$ cat src/rtl/tdc_meas_ctrl_if.sv
// Measurement-sequencer bus: hit levels, arm request, coarse-counter strobes and readout handshake.
// The master modport is the sequencer; the slave modport is the surrounding datapath/readout.
interface tdc_meas_ctrl_if;
    logic iArm;
    logic iStart;
    logic iStop;
    logic iReady;
    logic oCntRst;
    logic oCntCE;
    logic oStore;
    logic oValid;
    logic oTimeout;
    logic oMiss;
    logic oBusy;

    modport master (
        input  iArm, iStart, iStop, iReady,
        output oCntRst, oCntCE, oStore, oValid, oTimeout, oMiss, oBusy
    );

    modport slave (
        output iArm, iStart, iStop, iReady,
        input  oCntRst, oCntCE, oStore, oValid, oTimeout, oMiss, oBusy
    );
endinterface

$ cat src/rtl/tdc_meas_ctrl.sv
// TDC measurement sequencer: drives coarse-counter reset/enable/store from start/stop edges, with timeout.
// Optional macro TDC_MEAS_CTRL_AUTOARM_EN: a completed handshake re-arms directly (VALID -> ARMED).
module tdc_meas_ctrl #(
    parameter int C_DIG = 10
) (
    input  logic                  clk,
    input  logic                  iRst,
    tdc_meas_ctrl_if.master       bus
);

    typedef enum logic [2:0] {
        S_IDLE,
        S_ARMED,
        S_RUN,
        S_STORE,
        S_WAIT,
        S_VALID
    } state_t;

    // Last elapsed value before timeout: TMAX - 1 = 2^C_DIG - 2.
    localparam logic [C_DIG-1:0] EL_LAST = {{(C_DIG-1){1'b1}}, 1'b0};

    state_t           state_q, state_d;
    logic [C_DIG-1:0] el_q, el_d;
    logic             tf_q, tf_d;
    logic             miss_q, miss_d;
    logic             s_start_q, s_stop_q;
    logic             cnt_rst_q, cnt_ce_q, store_q, valid_q, timeout_q, busy_q;
    logic             st_edge, sp_edge, any_edge;

    assign st_edge  = bus.iStart & ~s_start_q;
    assign sp_edge  = bus.iStop  & ~s_stop_q;
    assign any_edge = st_edge | sp_edge;

    always_comb begin
        // NOTE: every next-state signal gets a default first so no path leaves it unassigned (no latches).
        state_d = state_q;
        el_d    = el_q;
        tf_d    = tf_q;
        miss_d  = miss_q;
        case (state_q)
            S_IDLE: begin
                if (bus.iArm) begin
                    state_d = S_ARMED;
                    miss_d  = 1'b0;
                end
            end
            S_ARMED: begin
                if (st_edge) begin
                    el_d    = '0;
                    state_d = sp_edge ? S_STORE : S_RUN;
                end
            end
            S_RUN: begin
                el_d = el_q + 1'b1;
                if (st_edge) miss_d = 1'b1;
                if (sp_edge) begin
                    state_d = S_STORE;
                end else if (el_q == EL_LAST) begin
                    state_d = S_STORE;
                    tf_d    = 1'b1;
                end
            end
            S_STORE: begin
                if (any_edge) miss_d = 1'b1;
                state_d = S_WAIT;
            end
            S_WAIT: begin
                if (any_edge) miss_d = 1'b1;
                state_d = S_VALID;
            end
            S_VALID: begin
                if (any_edge) miss_d = 1'b1;
                if (bus.iReady) begin
                    tf_d = 1'b0;
`ifdef TDC_MEAS_CTRL_AUTOARM_EN
                    state_d = S_ARMED;
                    miss_d  = 1'b0;
`else
                    state_d = S_IDLE;
`endif
                end
            end
            default: state_d = S_IDLE;
        endcase
    end

    // Output flops are loaded from the next state, so each output is a clean decode of the state register.
    always_ff @(posedge clk) begin
        if (iRst) begin
            state_q   <= S_IDLE;
            el_q      <= '0;
            tf_q      <= 1'b0;
            miss_q    <= 1'b0;
            s_start_q <= 1'b0;
            s_stop_q  <= 1'b0;
            cnt_rst_q <= 1'b1;
            cnt_ce_q  <= 1'b0;
            store_q   <= 1'b0;
            valid_q   <= 1'b0;
            timeout_q <= 1'b0;
            busy_q    <= 1'b0;
        end else begin
            // NOTE: sequential state uses non-blocking assignments so every flop samples pre-edge values.
            state_q   <= state_d;
            el_q      <= el_d;
            tf_q      <= tf_d;
            miss_q    <= miss_d;
            s_start_q <= bus.iStart;
            s_stop_q  <= bus.iStop;
            cnt_rst_q <= (state_d == S_IDLE) || (state_d == S_ARMED);
            cnt_ce_q  <= (state_d == S_RUN);
            store_q   <= (state_d == S_STORE);
            valid_q   <= (state_d == S_VALID);
            timeout_q <= (state_d == S_VALID) && tf_d;
            busy_q    <= (state_d == S_RUN) || (state_d == S_STORE);
        end
    end

    assign bus.oCntRst  = cnt_rst_q;
    assign bus.oCntCE   = cnt_ce_q;
    assign bus.oStore   = store_q;
    assign bus.oValid   = valid_q;
    assign bus.oTimeout = timeout_q;
    assign bus.oMiss    = miss_q;
    assign bus.oBusy    = busy_q;

endmodule

$ cat src/flat_wrapper.sv
// flat-port wrapper written by rule: the top's interface ports become plain ports
module tdc_meas_ctrl_flat 
#(
    parameter int C_DIG = 10
)
  (clk, iRst, bus_iArm, bus_iStart, bus_iStop, bus_iReady, bus_oCntRst, bus_oCntCE, bus_oStore, bus_oValid, bus_oTimeout, bus_oMiss, bus_oBusy);
  tdc_meas_ctrl_if bus_i ();
  input  logic clk;
  input  logic iRst;
  input wire logic [$bits(bus_i.iArm)-1:0] bus_iArm;
  input wire logic [$bits(bus_i.iStart)-1:0] bus_iStart;
  input wire logic [$bits(bus_i.iStop)-1:0] bus_iStop;
  input wire logic [$bits(bus_i.iReady)-1:0] bus_iReady;
  output wire logic [$bits(bus_i.oCntRst)-1:0] bus_oCntRst;
  output wire logic [$bits(bus_i.oCntCE)-1:0] bus_oCntCE;
  output wire logic [$bits(bus_i.oStore)-1:0] bus_oStore;
  output wire logic [$bits(bus_i.oValid)-1:0] bus_oValid;
  output wire logic [$bits(bus_i.oTimeout)-1:0] bus_oTimeout;
  output wire logic [$bits(bus_i.oMiss)-1:0] bus_oMiss;
  output wire logic [$bits(bus_i.oBusy)-1:0] bus_oBusy;
  assign bus_i.iArm = bus_iArm;
  assign bus_i.iStart = bus_iStart;
  assign bus_i.iStop = bus_iStop;
  assign bus_i.iReady = bus_iReady;
  assign bus_oCntRst = bus_i.oCntRst;
  assign bus_oCntCE = bus_i.oCntCE;
  assign bus_oStore = bus_i.oStore;
  assign bus_oValid = bus_i.oValid;
  assign bus_oTimeout = bus_i.oTimeout;
  assign bus_oMiss = bus_i.oMiss;
  assign bus_oBusy = bus_i.oBusy;
  tdc_meas_ctrl #(.C_DIG(C_DIG)) u_core (.clk(clk), .iRst(iRst), .bus(bus_i));
endmodule
$ cat config.mk
export PLATFORM = sky130hd
export DESIGN_NAME = tdc_meas_ctrl_flat
export DESIGN_NICKNAME = d
export VERILOG_FILES = /design/src/rtl/tdc_meas_ctrl_if.sv /design/src/rtl/tdc_meas_ctrl.sv /design/src/flat_wrapper.sv
export SDC_FILE = /design/constraint.sdc
export NUM_CORES = 1
export LEC_CHECK = 0
export BUFFER_PORTS_ARGS = -buffer_cell sky130_fd_sc_hd__buf_2
export CAP_MARGIN = 0
export CORE_UTILIZATION = 50
export CTS_CLUSTER_SIZE = 40
export DETAILED_ROUTE_END_ITERATION = 10
export PLACE_DENSITY = 0.78
export SLEW_MARGIN = 25
export SYNTH_ARGS = -nofsm -noshare
export SYNTH_HDL_FRONTEND = slang
export SYNTH_SLANG_ARGS = --single-unit
export TNS_END_PERCENT = 30
$ cat constraint.sdc
create_clock -name clk -period 4.2 [get_ports clk]
set_input_delay 0.21 -clock clk [delete_from_list [all_inputs] [get_ports clk]]
set_output_delay 0.21 -clock clk [all_outputs]
set_load 0.1 [all_outputs]
==> results of run 1 <==
## worst register-to-register path: stages (launching register included)
cell and delay [ns]:
dfxtp_1 0.58, or3b_4 0.47, nor4_2 0.32, nor2_1 0.17, a221oi_2 0.24
## flip-flops by register name, indices dropped and copies added (netlist names)
name and cells:
u_core.el_q 10, u_core.state_q 3, u_core.bus.oBusy 1, u_core.bus.oCntCE 1
u_core.bus.oCntRst 1, u_core.bus.oMiss 1, u_core.bus.oStore 1, u_core.bus.oTimeout 1
u_core.bus.oValid 1, u_core.s_start_q 1, u_core.s_stop_q 1, u_core.tf_q 1
## power groups by stage
stage	clock network, W	logic (W)	registers [W]
2_1_floorplan	0	0.0000327	0.000251
3_3_place_gp	0	0.0000545	0.000236
3_5_place_dp	0	0.0000551	0.000237
4_1_cts	0.000104	0.0000554	0.000232
5_1_grt	0.000116	0.0000601	0.000234
6_report	0.000103	0.0000554	0.000232
## area by class of cell
type,count,area (um2)
clock buffer,3,22.52
clock inverter,1,5.005
fill,183,817.0
inverter,5,18.77
multi-input combinational,86,564.3
sequential,23,460.4
tap,27,33.78
timing repair buffer,12,60.06
## worst paths after layout
path | start | end | slack [ns] | cells after the start
max | u_core.state_q[1] | u_core.state_q[0] | 2.34 | 4
min | bus_iStop | u_core.s_stop_q | 0.13 | 2
max reg2reg | u_core.state_q[1] | u_core.state_q[0] | 2.34 | 4
min reg2reg | u_core.tf_q | u_core.bus.oTimeout | 0.47 | 2
## stage by stage
step | instance area, um2 | instances | hold WS [ns] | setup WS (ns)
after floorplan | 1074 | 119 | 0.3382 | 2.693
after global placement | 1137 | 153 | 0.4399 | 2.501
after detailed placement | 1137 | 153 | 0.4527 | 2.392
after CTS | 1165 | 157 | 0.1308 | 2.356
after global routing | 1165 | 157 | 0.1372 | 2.227
final | 1165 | 157 | 0.1267 | 2.337
## kinds of logic after synthesis
kind of cell	Yosys count	synth area share [%]
AOI/OAI and AO/OA	32	21.10
buffers and inverters	10	4.546
DFF	23	42.89
adders and majority gates	2	2.331
and+or+nand+nor	51	28.32
xor gates and xnor gates	1	0.8160
## cells in the mapped netlist, drive strengths merged, types with 3 or more instances
master,number
a21oi,12
a311oi,3
buf,3
dfxtp,23
inv,5
nand2,8
nand2b,6
nand3,4
nand4,3
nor2,13
nor2b,3
o211ai,4
or3,4
## layer usage
layer	vias to the layer above	wire length, um
met5	-	0
met4	0	44
met3	4	56
met2	14	913
met1	405	1023
li1	442	-
==> results.md, run 1 <==
- Post_cts resized: 0
- Syn-to-layout area delta: 8.508%
- NetSw: 0.0001159 W
- CP delay by family, top: simple AND/OR/NAND/NOR gates
- GR met1 Demand/Resource: 23.52%
- CTS tree: yes
- Post-Route WL: a little over 2 mm
- Global-route wire length before repair: ~3.3 mm
- Most common cell after layout, fill and taps aside: dfxtp_1
- Routed Antenna Nets: 0
- Slew headroom: 64.92%
- Gr busiest metal: met2
- Setup crit start kind: flop
- Clk slew on worst S/H paths: roughly 0.13 ns
- Postcts setup bufs: 0
- Sw Ratio: between 20 and 30%
- Post-route core utilization: 58.78%
- Cell count after synthesis: 119
- Leak pwr: 0.4229 nW
- Detail Placement HPWL: 1.455 mm
- Die ar.: 2336 um2
- HP Class: input pin to flop
- Fin crit share: 44.36%
- CTS Buffer Depth: 2
- Hold_buf cts: 0
- Final setup fails: 0
- Critical-path cell list: or3b_4 -> nor4_2 -> nor2_1 -> a221oi_2
- Largest net degree at the start of global routing: 19
- Critical path peak fanout: 12
- Total number of vias: between 800 and 900
- Sequential cell area fraction in the yosys report: 42.89%
- Number of remaining DRC errors: 0
- Commonest non-fill, non-tap cells in the layout: 23 x dfxtp_1, 13 x nor2_1, 12 x buf_2
- Slowest-stage cell, CP: dfxtp_1
- Post-Syn Area per Cell: 9.021 um2
- Combinational group share of total power: 14.2%
- Die height: 48.34 um
- Syn_nets: 127
- PD cells: between 300 and 400 nW/um2
- Gpl congestion: between 0.8 and 0.9
- # Max-Cap Violations: 0
- Initial Util: 54.17%
- Vias/cell: between 5 and 6
- Core region area: 1982 um2
- Worst path max stage delay: 0.58 ns
- Tot Pwr: 0.0003913 W
- Share of the synthesized area in the top cell type: 42.89%
- Initial detailed-routing violation count: 26
- Port Buffers: 12
- Die Width: 48.34 um
- Peak VDD IR: 0.0002239 V
- Ant diodes: 0
- WL/cell: between 10 and 15 um
- Reg power frac: 59.4%
- M3 GR Usage: 3.774%
- Mapped Area: 1074 um2
- FMAX: 536.8 MHz
- Most area-hungry cell type in the Yosys netlist: dfxtp_1
- Initial antenna violation count: 0
- Clock root buffer master: clkbuf_4
- Clk pwr share: 26.4%
- Status: complete, no violations
- #FFs+latches synth: 23
- Int Power: 0.0002754 W
- H-tree depth: 1
- GRT overflow: 0
- Post-synth EDFFs: 0
- Critical path type: flop to flop
- Arr. time, crit path: 2.09 ns
- Layout cell share with drive strength beyond 1: 20.77%
- CP Data Required Time: roughly 4.4 ns
- Number of global-route vias before repair: 783
- RSZ-0062 raised after global routing: no
- DR pass1 iterations: 4
- GR met2 Demand/Resource: 28.17%
- Row Count: 16
- CP Capture Type: flop
- Unique masters post-synth: 41
- Ys async rst share: 0%
- GRT Total Usage: a little under a fifth
- Worst Tran Pin Value: 0.5255 ns
- Layout Skew: 0.006628 ns
- # clock sinks: 23
- Final slew viol count: 0
- Ranking of synthesized cells by area: dfxtp_1 43%, a21oi_1 5.1%, nor2_1 4.5%
- Min Tclk post-route: approximately 1.9 ns
- Top FF cell, synth: dfxtp_1
- Final net count: 139
- Final hold vios: 0
- Setup TNS: 0 ns
- Yosys warning total: 0
- Clk_lat worst skew: 0.31 ns
- Crit path buffers/inverters: 0
- Ports: 13
- CTS Buf Count: 3
Power figures use the tool's default switching activity.
==> run 2, diff against run 1 <==
clock period = 1.8 ns   (was 4.2 ns; I/O delays follow)
==> results.md, run 2 (synthesis results as in run 1) <==
- HP Class: input pin to flop
- Setup TNS: 0 ns
- Total number of vias: roughly 900
- Hold_buf cts: 0
- Core region area: 1982 um2
- Syn-to-layout area delta: 10.61%
- Final net count: 142
- Leak pwr: 0.4389 nW
- Ports: 13
- Number of global-route vias before repair: 801
- # Max-Cap Violations: 0
- Layout cell share with drive strength beyond 1: 22.56%
- Global-route wire length before repair: 3.657 mm
- Die ar.: 2336 um2
- CP Capture Type: flop
- Detail Placement HPWL: 1.543 mm
- H-tree depth: 1
- Commonest non-fill, non-tap cells in the layout: 23 x dfxtp_1, 13 x nor2_1, 12 x buf_2
- Worst Tran Pin Value: 0.4895 ns
- # clock sinks: 23
- Layout Skew: 0.01424 ns
- GRT Total Usage: 19.59%
- Initial Util: 54.17%
- Die Width: 48.34 um
- Status: complete, no violations
- Initial detailed-routing violation count: 35
- CP Data Required Time: about 2.0 ns
- CTS Buf Count: 3
- Fin crit share: 88.04%
- Slew headroom: 67.59%
- Arr. time, crit path: 1.82 ns
- Int Power: 0.0006481 W
- Critical path peak fanout: 5
- GR met1 Demand/Resource: 28.38%
- Final setup fails: 0
- Critical path origin: u_core.state_q[2]
- Post-Route WL: 2.082 mm
- CTS Buffer Depth: 2
- Worst hold path depth: 2
- Clock root buffer master: clkbuf_4
- Clk slew on worst S/H paths: roughly 0.13 ns
- Max reg flops: 10
- Worst r2r src: u_core.state_q[2]
- FMAX: 631.1 MHz
- Gr busiest metal: met2
- Critical path type: flop to flop
- Largest regs: u_core.el_q x10, u_core.state_q x3
- Die height: a little under 50 um
- Clk_lat worst skew: 0.31 ns
- Final slew viol count: 0
- FF-to-FF path depth: 4
- RSZ-0062 raised after global routing: no
- Combinational group share of total power: 16.0%
- Setup crit start kind: flop
- GR met2 Demand/Resource: 30.75%
- WL/cell: 13.01 um
- Routed Antenna Nets: 0
- Vias/cell: 5.606
- Clk pwr share: 25.9%
- DR pass1 iterations: 4
- CTS tree: yes
- Initial antenna violation count: 0
- Final hold vios: 0
- Most common cell after layout, fill and taps aside: dfxtp_1
- Row Count: 16
- Post_cts resized: 0
- PD cells: 772.3 nW/um2
- Largest net degree at the start of global routing: 19
- Hold path start: bus_iStart
- GRT overflow: 0
- M3 GR Usage: 1.887%
- Register with the highest flop count: u_core.el_q
- Peak VDD IR: 0.0005689 V
- Sw Ratio: 29.32%
- Min Tclk post-route: roughly 1.6 ns
- Number of remaining DRC errors: 0
- NetSw: 0.0002689 W
- Postcts setup bufs: 0
- Post-route core utilization: 59.91%
- Ant diodes: 0
- Reg power frac: 58.1%
- Port Buffers: 12
- Gpl congestion: 0.8139
## run 2: cell count changes in the layout (fill, tap and decap cells not counted), sizes merged
cell | before | now
buf | 12 | 15
## run 2: area by class of cell
type | count | area, um2
clock buffer | 3 | 22.52
clock inverter | 1 | 5.005
fill | 183 | 794.5
inverter | 5 | 18.77
multi-input combinational | 86 | 564.3
sequential | 23 | 460.4
tap | 27 | 33.78
timing repair buffer | 15 | 82.58
## run 2: worst paths after layout
kind         slack (ns)                  end
max reg2reg        0.22    u_core.state_q[0]
max                0.22    u_core.state_q[0]
min reg2reg        0.48  u_core.bus.oTimeout
min                0.01     u_core.s_start_q
## run 2: worst max-delay path, stage by stage (launching register included)
cell and delay [ns]:
dfxtp_1 0.37, or3b_4 0.44, nor4_2 0.31, nor2_1 0.17
a221oi_2 0.24
## run 2: metrics by stage
stage	hold slack, ns	std cells	worst slack, ns	cell area [um2]	power [W]
2_1_floorplan	0.2182	119	0.2928	1074	0.0006623
3_3_place_gp	0.3234	156	0.2889	1160	0.0006867
3_5_place_dp	0.3293	156	0.2166	1160	0.0006891
4_1_cts	0.002533	160	0.2129	1187	0.0009247
5_1_grt	0.005763	160	0.1410	1187	0.0009615
6_report	0.009796	160	0.2153	1187	0.0009170
## run 2: power groups by stage
stage	Clock [W]	Sequential [W]	Combinational, W
CTS	0.000246	0.000533	0.000146
finish	0.000238	0.000533	0.000146
detailed placement	0	0.000544	0.000145
global route	0.000268	0.000535	0.000158
global placement	0	0.000544	0.000143
floorplan	0	0.000586	0.0000764
## run 2: metal layers
metal	vias to the layer above	wire length, um
met5	-	0
met4	0	0
met3	0	95
met2	24	980
met1	421	1007
li1	452	-
==> run 3, diff against run 2 <==
GPL_TIMING_DRIVEN = 0   (was not set)
==> results.md, run 3 (synthesis results as in run 1) <==
- M3 GR Usage: 4.403%
- Row Count: 16
- Commonest non-fill, non-tap cells in the layout: 23 x dfxtp_1, 13 x nor2_1, 11 x a21oi_1, 11 x buf_2, 8 x nand2_1
- CTS tree: yes
- Core region area: 1982 um2
- Largest net degree at the start of global routing: 13
- Largest regs: u_core.el_q x10, u_core.state_q x3
- Ant diodes: 0
- CP Data Required Time: 2.02 ns
- Slew headroom: roughly two thirds
- Gpl congestion: roughly 0.87
- CP Capture Type: flop
- Initial detailed-routing violation count: 19
- Final hold vios: 0
- Fin crit share: around 95%
- RSZ-0062 raised after global routing: no
- Critical path type: flop to flop
- Port Buffers: 11
- Number of remaining DRC errors: 0
- FMAX: 582.3 MHz
- Die height: 48.34 um
- Clk_lat worst skew: 0.30 ns
- Post-Route WL: 2.109 mm
- Layout Skew: 0.001569 ns
- Post_cts resized: 0
- CTS Buf Count: 3
- Worst hold path depth: 2
- H-tree depth: 1
- Worst hold margin: 0.02186 ns
- Detail Placement HPWL: 1.572 mm
- Clock root buffer master: clkbuf_4
- # clock sinks: 23
- Max reg flops: 10
- HP Class: input pin to flop
- GR met1 Demand/Resource: 24.45%
- Syn-to-layout area delta: 10.72%
- Min Tclk post-route: 1.717 ns
- Vias/cell: 5.646
- Global-route wire length before repair: ~3.6 mm
- Initial Util: 54.17%
- CTS Buffer Depth: 2
- Die ar.: ~2300 um2
- Final setup fails: 0
- GR met2 Demand/Resource: 32.86%
- Hold_buf cts: 0
- Register with the highest flop count: u_core.el_q
- Layout cell share with drive strength beyond 1: between 20% and 30%
- Clk slew on worst S/H paths: 0.11 ns
- # Max-Cap Violations: 0
- Arr. time, crit path: 1.94 ns
- Total number of vias: 909
- Leak pwr: 0.4313 nW
- Most common cell after layout, fill and taps aside: dfxtp_1
- Initial antenna violation count: 0
- Postcts setup bufs: 0
- Critical path peak fanout: 10
- Setup crit start kind: flop
- Setup TNS: 0 ns
- Number of global-route vias before repair: roughly 840
- DR pass1 iterations: 4
- GRT overflow: 0
- Final net count: 143
- Routed Antenna Nets: 0
- Ports: 13
- FF-to-FF path depth: 5
- Die Width: 48.34 um
- WL/cell: 13.10 um
- PD cells: between 700 and 800 nW/um2
- GRT Total Usage: 19.83%
- Gr busiest metal: met2
- Final slew viol count: 0
- Peak VDD IR: between 0.0005 and 0.0006 V
- Worst Tran Pin Value: approximately 0.50 ns
- Status: complete, no violations
-- run 3: cell types whose count changed in the layout (fill, tap and decap cells not counted) --
cell	previous run	this run
clkinv_2	1	0
buf_2	12	11
buf_1	0	1
buf_4	3	1
clkbuf_1	0	3
buf_6	0	1
-- run 3: worst paths after layout --
| kind | from | endpoint | slack, ns |
|---|---|---|---|
| worst max register to register | u_core.state_q[0] | u_core.state_q[0] | 0.08 |
| worst min register to register | u_core.tf_q | u_core.bus.oTimeout | 0.47 |
| worst max-delay path | u_core.state_q[0] | u_core.state_q[0] | 0.08 |
| worst min-delay path | bus_iStop | u_core.s_stop_q | 0.02 |
-- run 3: worst max-delay path, cell delays in order, from the launching register on --
cell	delay, ns
dfxtp_1	0.33
buf_6	0.14
or3b_4	0.41
nor4_2	0.33
nor2_1	0.18
a221oi_2	0.25
-- run 3: stage by stage --
stage | cells | cell area (um2) | util [%] | setup WS, ns | power, W
floorplan | 119 | 1074 | - | 0.2928 | 0.0006623
global placement | 157 | 1162 | 58.65 | 0.1783 | 0.0006893
detailed placement | 157 | 1162 | 58.65 | 0.1039 | 0.0006942
CTS | 161 | 1189 | 59.97 | 0.08202 | 0.0009244
global route | 161 | 1189 | 59.97 | 0.0004650 | 0.0009521
finish | 161 | 1189 | 59.97 | 0.08256 | 0.0009094
-- run 3: layer usage --
layer / wire (um) / vias up
met5: 0 / -
met4: 12 / 0
met3: 67 / 2
met2: 1042 / 14
met1: 986 / 439
li1: - / 454
-- run 3: report_power, final --
group | total (W) | switching (W) | internal, W
Combinational | 0.000152 | 0.000109 | 0.0000431
Sequential | 0.000531 | 0.00000749 | 0.000523
Clock | 0.000226 | 0.000140 | 0.0000863
-- run 3: area by class of cell --
cell class                 instances  area [um2]
buffer                             5       30.03
clock buffer                       4       26.28
fill                             175       793.3
inverter                           5       18.77
multi-input combinational         86       564.3
sequential                        23       460.4
tap                               27       33.78
timing repair buffer              11       55.05
